`src/rtl/fusion_pe_acc.sv`:
```
// Bit-fusion PE: packed 2/4/8-bit lane dot product, accumulated over a
// programmable number of beats onto a bias, result returned over a handshake.
//
// state  | meaning
// IDLE   | waiting for a configuration strobe
// ACCUM  | accepting beats and draining the two-stage product pipeline
// DRAIN  | result held on out_data until the downstream handshake
module fusion_pe_acc #(
    parameter int DATA_W = 8,
    parameter int ACC_W  = 32,
    parameter int CNT_W  = 8
) (
    input  logic              clk,
    input  logic              rst,
    input  logic              cfg_valid,
    input  logic [3:0]        cfg_in_width,
    input  logic [3:0]        cfg_weight_width,
    input  logic              cfg_s_in,
    input  logic              cfg_s_weight,
    input  logic [CNT_W-1:0]  cfg_acc_len,
    input  logic [ACC_W-1:0]  cfg_psum_init,
    input  logic              in_valid,
    output logic              in_ready,
    input  logic [DATA_W-1:0] in_data,
    input  logic [DATA_W-1:0] weight_data,
    output logic              out_valid,
    input  logic              out_ready,
    output logic [ACC_W-1:0]  out_data,
    output logic              busy
);

    localparam int LANES = DATA_W / 2;

    typedef enum logic [1:0] {S_IDLE, S_ACCUM, S_DRAIN} state_t;

    state_t              r_state, w_next;
    logic [3:0]          r_iw, r_ww;
    logic                r_s_in, r_s_w;
    logic [CNT_W-1:0]    r_acc_len, r_cnt;
    logic [ACC_W-1:0]    r_acc;
    logic                r_v1, r_v2;
    logic [DATA_W-1:0]   r_in1, r_w1;
    logic [ACC_W-1:0]    r_sum2;

    logic                w_in_ready, w_accept;
    logic [3:0]          w_lw;
    logic signed [8:0]   w_a [LANES];
    logic signed [8:0]   w_b [LANES];
    logic signed [17:0]  w_p [LANES];
    logic [ACC_W-1:0]    w_sum;

    function automatic logic [3:0] norm_w(input logic [3:0] c);
        case (c)
            4'd2:    return 4'd2;
            4'd4:    return 4'd4;
            default: return 4'd8;
        endcase
    endfunction

    function automatic logic signed [8:0] ext_op(input logic [7:0] v, input logic [3:0] wd,
                                                 input logic s);
        case (wd)
            4'd2:    return {{7{s & v[1]}}, v[1:0]};
            4'd4:    return {{5{s & v[3]}}, v[3:0]};
            default: return {s & v[7], v[7:0]};
        endcase
    endfunction

    // Lane slots use W = max(iw, ww), but each operand is picked at its own width
    always_comb begin
        w_sum = '0;
        w_lw  = (r_iw > r_ww) ? r_iw : r_ww;
        for (int k = 0; k < LANES; k++) begin
            w_a[k] = '0;
            w_b[k] = '0;
            if ((k + 1) * int'(w_lw) <= DATA_W) begin
                w_a[k] = ext_op(8'(r_in1 >> (k * int'(r_iw))), r_iw, r_s_in);
                w_b[k] = ext_op(8'(r_w1 >> (k * int'(r_ww))), r_ww, r_s_w);
            end
            w_p[k] = w_a[k] * w_b[k];
            w_sum  = w_sum + {{(ACC_W-18){w_p[k][17]}}, w_p[k]};
        end
    end

    always_comb begin
        w_next     = r_state;
        w_in_ready = 1'b0;
        case (r_state)
            S_IDLE: begin
                if (cfg_valid)
                    w_next = (cfg_acc_len == '0) ? S_DRAIN : S_ACCUM;
            end
            S_ACCUM: begin
                w_in_ready = (r_cnt < r_acc_len);
                // Last beat reaches the accumulator with nothing behind it
                if (r_cnt == r_acc_len && r_v2 && !r_v1)
                    w_next = S_DRAIN;
            end
            S_DRAIN: begin
                if (out_ready)
                    w_next = S_IDLE;
            end
            default: w_next = S_IDLE;
        endcase
    end

    assign w_accept  = in_valid && w_in_ready;
    assign in_ready  = w_in_ready;
    assign out_valid = (r_state == S_DRAIN);
    assign out_data  = out_valid ? r_acc : '0;
    assign busy      = (r_state != S_IDLE);

    always_ff @(posedge clk or posedge rst) begin
        if (rst) begin
            r_state   <= S_IDLE;
            r_iw      <= 4'd8;
            r_ww      <= 4'd8;
            r_s_in    <= 1'b0;
            r_s_w     <= 1'b0;
            r_acc_len <= '0;
            r_cnt     <= '0;
            r_acc     <= '0;
            r_v1      <= 1'b0;
            r_v2      <= 1'b0;
            r_in1     <= '0;
            r_w1      <= '0;
            r_sum2    <= '0;
        end else begin
            r_state <= w_next;
            if (r_state == S_IDLE && cfg_valid) begin
                r_iw      <= norm_w(cfg_in_width);
                r_ww      <= norm_w(cfg_weight_width);
                r_s_in    <= cfg_s_in;
                r_s_w     <= cfg_s_weight;
                r_acc_len <= cfg_acc_len;
                r_acc     <= cfg_psum_init;
                r_cnt     <= '0;
            end else begin
                if (r_v2)
                    r_acc <= r_acc + r_sum2;
                if (w_accept)
                    r_cnt <= r_cnt + 1'b1;
            end
            r_v1 <= w_accept;
            if (w_accept) begin
                r_in1 <= in_data;
                r_w1  <= weight_data;
            end
            r_v2 <= r_v1;
            if (r_v1)
                r_sum2 <= w_sum;
        end
    end

endmodule

```
`config.mk`:
```
export PLATFORM = sky130hd
export DESIGN_NAME = fusion_pe_acc
export DESIGN_NICKNAME = d
export VERILOG_FILES = /design/src/rtl/fusion_pe_acc.sv
export SDC_FILE = /design/constraint.sdc
export NUM_CORES = 1
export LEC_CHECK = 0
export CAP_MARGIN = 20
export CORE_MARGIN = 10
export CORE_UTILIZATION = 64
export CTS_CLUSTER_DIAMETER = 200
export DETAILED_ROUTE_END_ITERATION = 12
export PLACE_DENSITY = 0.84
export SLEW_MARGIN = 20
export SYNTH_ARGS = -nofsm -noshare
export SYNTH_HDL_FRONTEND = slang
export SYNTH_SLANG_ARGS = --single-unit
```
`constraint.sdc`:
```
create_clock -name clk -period 10.7 [get_ports clk]
set_input_delay 1.07 -clock clk [delete_from_list [all_inputs] [get_ports clk]]
set_output_delay 1.07 -clock clk [all_outputs]
set_load 0.05 [all_outputs]
```
Word level (Yosys, flattened, before mapping)
Cells that the tools add are included.

word-level totals
  bits in registers = 110
  bits of input ports = 71
  output and inout bits = 35
  word-level logic and storage cells = 116

cells by class
  $add $sub $neg = 5
  multipliers = 7
  magnitude comparators = 6
  eq/ne operators = 14
  shifts and indexed selects = 6
  muxes and demuxes = 30
  bitwise gates (word level) = 24
  reductions and logical operators = 11

operator list
  operator                                                                          count
  9-bit case mux with 2 select lines                                                8
  32-bit 2-to-1 mux                                                                 3
  9-bit by 9-bit multiplier with 18-bit output                                      4
  9-bit 2-to-1 mux                                                                  8
  32-bit adder                                                                      1
  1-bit AND                                                                         24
  20-bit by 18-bit adder with 21-bit output                                         1
  19-bit by 18-bit adder with 20-bit output                                         1
  18-bit by 18-bit adder with 19-bit output                                         1
  2-bit by 4-bit multiplier with 6-bit output, first input constant                 3
  4-bit by 2-bit == test with 1-bit output, second input constant                   4
  4-bit by 3-bit == test with 1-bit output, second input constant                   4
  8-bit 2-to-1 mux                                                                  2
  4-bit case mux with 2 select lines                                                2
  8-bit by 4-bit right shift with 8-bit output                                      2
  8-bit by 5-bit right shift with 8-bit output                                      2
  8-bit by 6-bit right shift with 8-bit output                                      2
  6-bit by 4-bit less-or-equal comparator with 1-bit output, second input constant  2
  8-bit by 1-bit adder with 8-bit output, second input constant                     1
  8-bit == test                                                                     1
  8-bit zero test                                                                   1
  8-bit < comparator                                                                1
  2-bit 2-to-1 mux                                                                  4
  2-bit case mux with 3 select lines                                                1
  14 further kinds                                                                  20

Longest topological paths before layout
  word-level depth = 8
  mapped depth = 38
  gate-level depth less buffers = 36

Least setup slack after synthesis
No wires, ideal clock.

  kind = register to register
  start = reg r_iw[3]
  end = reg r_sum2[19]
  setup time = 125 ps
  data arrival time = 9,252 ps
  required time = 10,575 ps
  path slack = 1,323 ps
  cell stages (with the launch flop) = 33
  buffers on the path = 1
  clock period less this slack = 9,377 ps
  cell sequence = dfstp_2 -> buf_4 -> clkinv_1 -> fa_1 -> nor2b_1 -> o21ai_0 -> a221oi_1 -> nand4_1 -> a31oi_1 -> nand2b_1 -> nor2_1 -> nand2_1 -> fa_1 -> inv_1 -> fa_1 -> inv_1 -> fa_1 -> fa_1 -> inv_1 -> fa_1 -> inv_1 -> fa_1 -> fa_1 -> fa_1 -> inv_1 -> ha_1 -> a211o_1 -> a2111o_1 -> a311oi_1 -> o21ai_0 -> a31oi_1 -> xnor2_1 -> mux2_2

between the ends
  longest elaborated chain between the ends = 8
  elaborated cells between the ends (all ways) = 41
  classes of those cells = add/sub: 3; mul: 6; order compare: 5; eq/ne: 2; shift: 3; mux: 13; bitwise: 9

RTL lines
  element                                                                                                           RTL line  RTL
  from (decl)                                                                                                       37        logic [3:0] r_iw, r_ww;
  from (signal assigned)                                                                                            131       r_iw <= norm_w(cfg_in_width);
  4-bit greater-than comparator / 8-bit by 4-bit right shift with 8-bit output (equally long branches)              72, 77
  4-bit 2-to-1 mux, or another cell as far along                                                                    72        w_lw = (r_iw > r_ww) ? r_iw : r_ww;
  2-bit by 4-bit multiplier with 6-bit output, or another cell as far along                                         76        if ((k + 1) * int'(w_lw) <= DATA_W) begin
  6-bit by 4-bit less-or-equal comparator with 1-bit output / 9-bit 2-to-1 mux (equally long branches)              76
  9-bit 2-to-1 mux / 9-bit by 9-bit multiplier with 18-bit output (equally long branches)                           76, 80
  9-bit by 9-bit multiplier with 18-bit output / 18-bit by 18-bit adder with 19-bit output (equally long branches)  80, 81
  19-bit by 18-bit adder with 20-bit output                                                                         81        w_sum = w_sum + {{(ACC_W-18){w_p[k][17]}}, w_p[k]};
  20-bit by 18-bit adder with 21-bit output *                                                                       81
  to (signal assigned)                                                                                              151       r_sum2 <= w_sum;
  to (decl)                                                                                                         43        logic [ACC_W-1:0] r_sum2;

Every way passes the cells marked *; elsewhere a longest branch is shown, timed or not.
A chain may end at the register's enable or synchronous reset.

Worst setup path in the final report
  start = reg r_iw[2]
  end = reg r_sum2[19]

The elaborated chain is that of the path after synthesis.

==> implementation parameters <==
Parameter                              Value

Run status
  Status ... finished, final reports clean

Yosys
  Count of flip-flops with a built-in enable after synthesis ... 0
  Number of instances in the synthesized netlist ... around 2300
  Yosys top cell area share ... 0.3859
  Share of flip-flops with an asynchronous set or reset ... 1.000
  Flop and latch count out of synthesis ... 97
  Sequential cell area fraction in the yosys report ... 0.1159
  Most instantiated cells after synthesis ... inv_1 (454), fa_1 (404), nand2_1 (300)
  Library cells used by synthesis ... 75
  Mapped Area ... 0.02096 mm2
  Yosys warning count ... 0
  Largest area contributor in the synthesized netlist ... fa_1
  Cell types occupying the most area after synthesis ... fa_1 (39%), dfrtp_1 (11%), ha_1 (9.4%), inv_1 (8.1%), nand2_1 (5.4%)
  Post-synthesis average cell area ... around 9 um2
  Syn_nets ... 2969
  Most frequently used flop master after synthesis ... dfrtp_1
  Top-count cell post-synth ... inv_1

Setup path
  CP peak stage delay ... 680 ps
  Critical path data arrival time ... 10280 ps
  Worst Setup Start Kind ... register
  Setup slack of the most critical reg-to-reg path ... 660 ps
  Critical path class ... register to register
  Sort of element at the end of the critical path ... register
  Cell at the slowest stage of the critical path ... dfrtp_1
  Worst endpoint required time ... 10950 ps
  Count of buffer and inverter cells on the critical path ... 7
  Crit path max-delay family ... adder cells
  Worst-path fanout max ... 15
  Most common cell type on the critical path ... fa_1

Clocking
  Clock root cell ... clkbuf_16
  Clock tree from TritonCTS ... yes
  TritonCTS sink count ... 97
  CTS Buf Count ... 9
  Number of hold-repair buffers added at the cts stage ... 0
  Number of buffers on the longest clock path ... 2
  H-Tree Depth ... 3
  Clock transition at path regs ... 80 ps
  Insertion delay of the later-clocked pin in the worst-skew pair ... 360 ps

Detailed routing
  First DRT Iteration DRCs ... about 1400
  Residual antenna-violating net count after detailed routing ... 0
  DRC ... 0
  WL per Instance ... around 21 um
  Vias after detailed routing ... 16780
  First-pass DRT Iterations ... 5
  DR vias/cell ... just under 6
  Wirelength, routed ... roughly 60 mm

Layout
  Utilization after layout ... 0.7090
  Share of layout cells above drive strength 1 ... 0.05533
  Total of fill cells in the finished design ... 2467
  Number of nets in the final layout ... 3067
  Layout area overhead ... 9.778%
  Number of inserted diodes ... 0

Floorplanning
  Initial cell density of the core ... 0.6458
  Vertical die dimension ... 201.0 um
  Width of the die ... around 200 um
  Full die area ... 0.04039 mm2
  Number of placement rows ... 66
  Num ports ... around 110
  Core Region ... roughly 0.032 mm2

Timing
  Shortest clock period the worst path allows after layout ... 10040 ps
  Sum of negative setup slack ... 0 ps
  Worst-Margin Slew ... between 1000 and 1500 ps
  Pins over their slew limit ... 0
  Setup repair after global routing missed its margin ... false
  Portion of the clock cycle consumed by the worst path in the final layout ... 0.9382
  Worst clock skew ... roughly 6.8 ps
  Maximum clock frequency ... 99.61 MHz
  Hold violation count in the final report ... 0
  Rel. slew slack ... 0.2488
  Finish-stage setup viols ... 0

Global routing
  Initial antenna violation count ... 0
  Gr usage total ... 0.3079
  Global-route wire length before repair ... 98.08 mm
  Vias in the first global route ... 17830
  Congestion Overflow GR ... 0
  Pin count of the biggest net entering global routing ... 72

Place
  DP HPWL ... 52.88 mm
  Routability-driven placement congestion ratio ... between 1 and 1.5
  Count of port buffers added during placement ... 105

Worst hold path
  Worst Hold Class ... register to register

Run
  Number of violations of the max-capacitance limit ... 0
-- worst paths after layout --
check	startpoint	endpoint	depth (start not counted)
setup / recovery	r_iw[2]$_DFFE_PP0P_	r_sum2[19]$_DFFE_PP0P_	32
hold / removal	r_sum2[0]$_DFFE_PP0P_	r_sum2[0]$_DFFE_PP0P_	1
setup reg to reg	r_iw[2]$_DFFE_PP0P_	r_sum2[19]$_DFFE_PP0P_	32
hold reg to reg	r_sum2[0]$_DFFE_PP0P_	r_sum2[0]$_DFFE_PP0P_	1
max in group asynchronous	rst	r_v1$_DFF_PP0_	3
min in group asynchronous	rst	r_in1[5]$_DFFE_PP0P_	2
-- registers in the layout, indices dropped and copies added (netlist names) --
| signal | count |
|---|---|
| r_s_w | 1 |
| r_acc | 32 |
| r_iw | 3 |
| r_ww | 3 |
| r_acc_len | 8 |
| r_v1 | 1 |
| r_w1 | 8 |
| r_s_in | 1 |
| r_in1 | 8 |
| r_sum2 | 21 |
| r_cnt | 8 |
| r_v2 | 1 |
| r_state | 2 |
-- layout by cell type, fill, tap and decap left out, drive strengths merged, types with 47 or more instances in the layout --
cell,count
inv,459
fa,404
nand2,300
nor2,184
ha,157
clkdlybuf4s50,105
dfrtp,95
a21oi,89
o21ai,85
and2,58
buf,48
xnor2,47
-- stage by stage --
stage | area (um2) | instances | worst slack [ps] | hold slack (ps)
after floorplan | 20960 | 2337 | 1323 | 351.9
after global placement | 22670 | 2866 | 773.8 | 475.4
after detailed placement | 22670 | 2866 | 686.8 | 507.7
after CTS | 22990 | 2882 | 635.5 | 533.2
after global routing | 23010 | 2882 | 40.93 | 548.9
final | 23010 | 2882 | 661.3 | 529.9
-- metal layers --
layer,part of all wire,global-route usage,up-vias
met2,0.47,0.4947,735
met5,0.00094,0.01229,-
met4,0.035,0.09575,2
li1,-,-,7498
met3,0.088,0.07003,134
met1,0.40,0.4067,8406
-- cells by family (layout without fill, tap and decap cells) --
family                   after synthesis  count (layout)  share of synthesized area
multiplexers                          65              65                    0.03313
buffers and inverters                525             628                    0.09479
XOR/XNOR                              61              61                    0.02549
adder cells (fa/ha/maj)              561             561                     0.4796
AO/OA/AOI/OAI                        304             304                    0.09289
flip-flops                            97              97                     0.1159
AND/OR/NAND/NOR                      724             724                     0.1582
-- area by class of cell --
class	instances	area, um2	area share
multi-input combinational	1715	16570	0.7201
sequential	97	2431	0.1057
inverter	459	1725	0.07499
timing repair buffer	153	1411	0.06134
tap	442	553.0	0.02403
clock buffer	9	225.2	0.009788
clock inverter	7	95.09	0.004133
-- timing repair --
item	4_1_cts	5_1_grt
resized for setup	0	1
buffers inserted	0	0
endpoints found under the setup margin	0	1
Power is left out: the tool's default activity adds up to more than one toggle a clock period on the data nets, which glitch-free logic cannot reach.
==> RTL change: new RTL, same flow settings <==
The 3 states of `state_t` get a one-hot encoding in 3 bits.
--- a/src/rtl/fusion_pe_acc.sv
+++ b/src/rtl/fusion_pe_acc.sv
@@ -31,7 +31,7 @@
 
     localparam int LANES = DATA_W / 2;
 
-    typedef enum logic [1:0] {S_IDLE, S_ACCUM, S_DRAIN} state_t;
+    typedef enum logic [2:0] {S_IDLE = 3'b001, S_ACCUM = 3'b010, S_DRAIN = 3'b100} state_t;
 
     state_t              r_state, w_next;
     logic [3:0]          r_iw, r_ww;
Check against the original RTL: same outputs for any inputs over 4 cycles, from zero or initial values and one cycle with rst high; so few cycles prove little.
==> RTL change against the unedited design <==
- synthesized cell count is 0.39% higher
- cell area is 0.55% lower
- fmax is 1.9% lower
- count of clock-buffer cells in the layout is 1 higher
- global-route usage is 0.24 points lower
- synthesized area is 0.41% higher
- wire length is 0.97% lower
- hold slack worse by 0.030 ns
- sequential cell count is 1 higher
- clock skew is 0.0067 ns higher
- setup slack worse by 0.19 ns
- die area is 0.37% higher
- largest cell class unchanged
Power is left out: the tool's default activity adds up to more than one toggle a clock period on the data nets, which glitch-free logic cannot reach.
==> RTL change: results (changes against the unedited design) <==
vias in the first global route -> 18.0k (+1.1%)
Slew HR -> 27.1% (+2.2 points)
Cell variety after synth -> 83 (+11%)
global-route wire length before repair -> 97700 µm (-0.39%)
GR Util met2 -> 48.8% (-0.68 points)
Nets -> 3052 (-0.49%)
share of layout cells above drive strength 1 -> 5.44% (-0.089 points)
placed insts -> 2851 (-0.52%)
Iter 0 DRT Violations -> 1412 (-2.1%)
XOR/XNOR Fraction of Synth Area -> 2.33% (-0.22 points)
prevailing post-synth register cell -> dfrtp_1
pin count of the biggest net entering global routing -> 60 (-17%)
Cell Count, Final, Fillers Out -> 2867 (-0.52%)
DR WL met3 -> 5050 µm (-6.1%)
HPWL Detailed -> 51500 µm (-2.7%)
Syn Nets -> 2978 (+0.30%)
wire per inst -> 21.0 µm (-0.45%)
metal2 WL -> 28400 µm (-1.2%)
Via Count -> 16.9k (+0.68%)
GR met1 Demand/Resource -> 40.2% (-0.43 points)
max incr delay on CP -> 0.75 ns (+0.07 ns)
Max clock buf depth -> 2 (unchanged)
placed cell areas -> 0.0226 mm² (-0.51%)
crit path max fanout -> 16 (+1)
status -> complete, no violations
met1 WL -> 23800 µm (-2.5%)
Synth Area in Compound Gates -> 9.95% (+0.66 points)
filler cell count -> 2534 (+2.7%)
GR Util met3 -> 5.54% (-1.5 points)
CP max-delay cell -> dfstp_2
Worst EP arrival -> 10.51 ns (+0.23 ns)
sequential share of the synthesized area -> 11.7% (+0.077 points)
Synth Area in Adders -> 47.8% (-0.20 points)
Hold Path Cell Cnt -> 2 (+1)
Mean Syn Cell Area -> 8.97 µm² (about the same)
post-route clock skew -> 0.0134 ns (+0.00667 ns)
Async SR Flop Fraction -> 100% (unchanged)
cells on worst reg2reg path -> 35 (+9.4%)
RD Place Congestion -> 0.958 (-7.9%)
highest metal used -> met4
top cells by count, synth -> inv_1 (457), fa_1 (404), nand2_1 (278)
GRT Util Overall -> 30.6% (-0.24 points)
[RTL change: changes by cell type in the layout (fill, tap and decap cells not counted), sizes merged, moves of 6 or more]
cell | before | now
o21ai | 85 | 104
mux2 | 35 | 28
nand2b | 41 | 29
xnor2 | 47 | 37
or3 | 8 | 17
nand2 | 300 | 280
nor2 | 184 | 191
nand4 | 4 | 10
and3 | 19 | 53
a31oi | 13 | 19
and2 | 58 | 25
mux2i | 30 | 24
buf | 48 | 26
[RTL change: cells by family after synthesis]
logic type / count (synthesis)
AOI/OAI and AO/OA: 326
xor gates and xnor gates: 56
adders and majority gates: 561
buffers and inverters: 531
DFF: 98
muxes: 52
and+or+nand+nor: 722
[RTL change: what timing repair did]
action	CTS	global route
gates resized for setup	0	2
hold endpoints to repair	0	0
setup endpoints to repair	0	3
[RTL change: final timing paths]
check	startpoint	to	slack [ns]
max	r_iw[3]	r_sum2[19]	0.47
min	r_acc_len[0]	r_acc_len[0]	0.50
max reg2reg	r_iw[3]	r_sum2[19]	0.47
min reg2reg	r_acc_len[0]	r_acc_len[0]	0.50
max in group asynchronous	rst	r_iw[2]	8.37
min in group asynchronous	rst	r_in1[7]	1.12
[RTL change: layout make-up]
| class | count | area, µm² | share of cell area [%] |
|---|---|---|---|
| well taps | 442 | 553 | 2.42 |
| clock buffers | 10 | 229 | 1.00 |
| multi-input cells | 1717 | 16600 | 72.4 |
| clock inverters | 6 | 90.1 | 0.394 |
| repair buffers | 131 | 1250 | 5.45 |
| flip-flops and latches | 98 | 2460 | 10.7 |
| inverters | 463 | 1740 | 7.61 |
[RTL change: worst max-delay path: cells and delay by family (launching register included)]
family | cells | cell delay, ns
adders and majority gates | 10 | 4.92
AOI/OAI and AO/OA | 9 | 2.15
buffers and inverters | 8 | 0.88
and+or+nand+nor | 8 | 1.44
DFF | 1 | 0.75
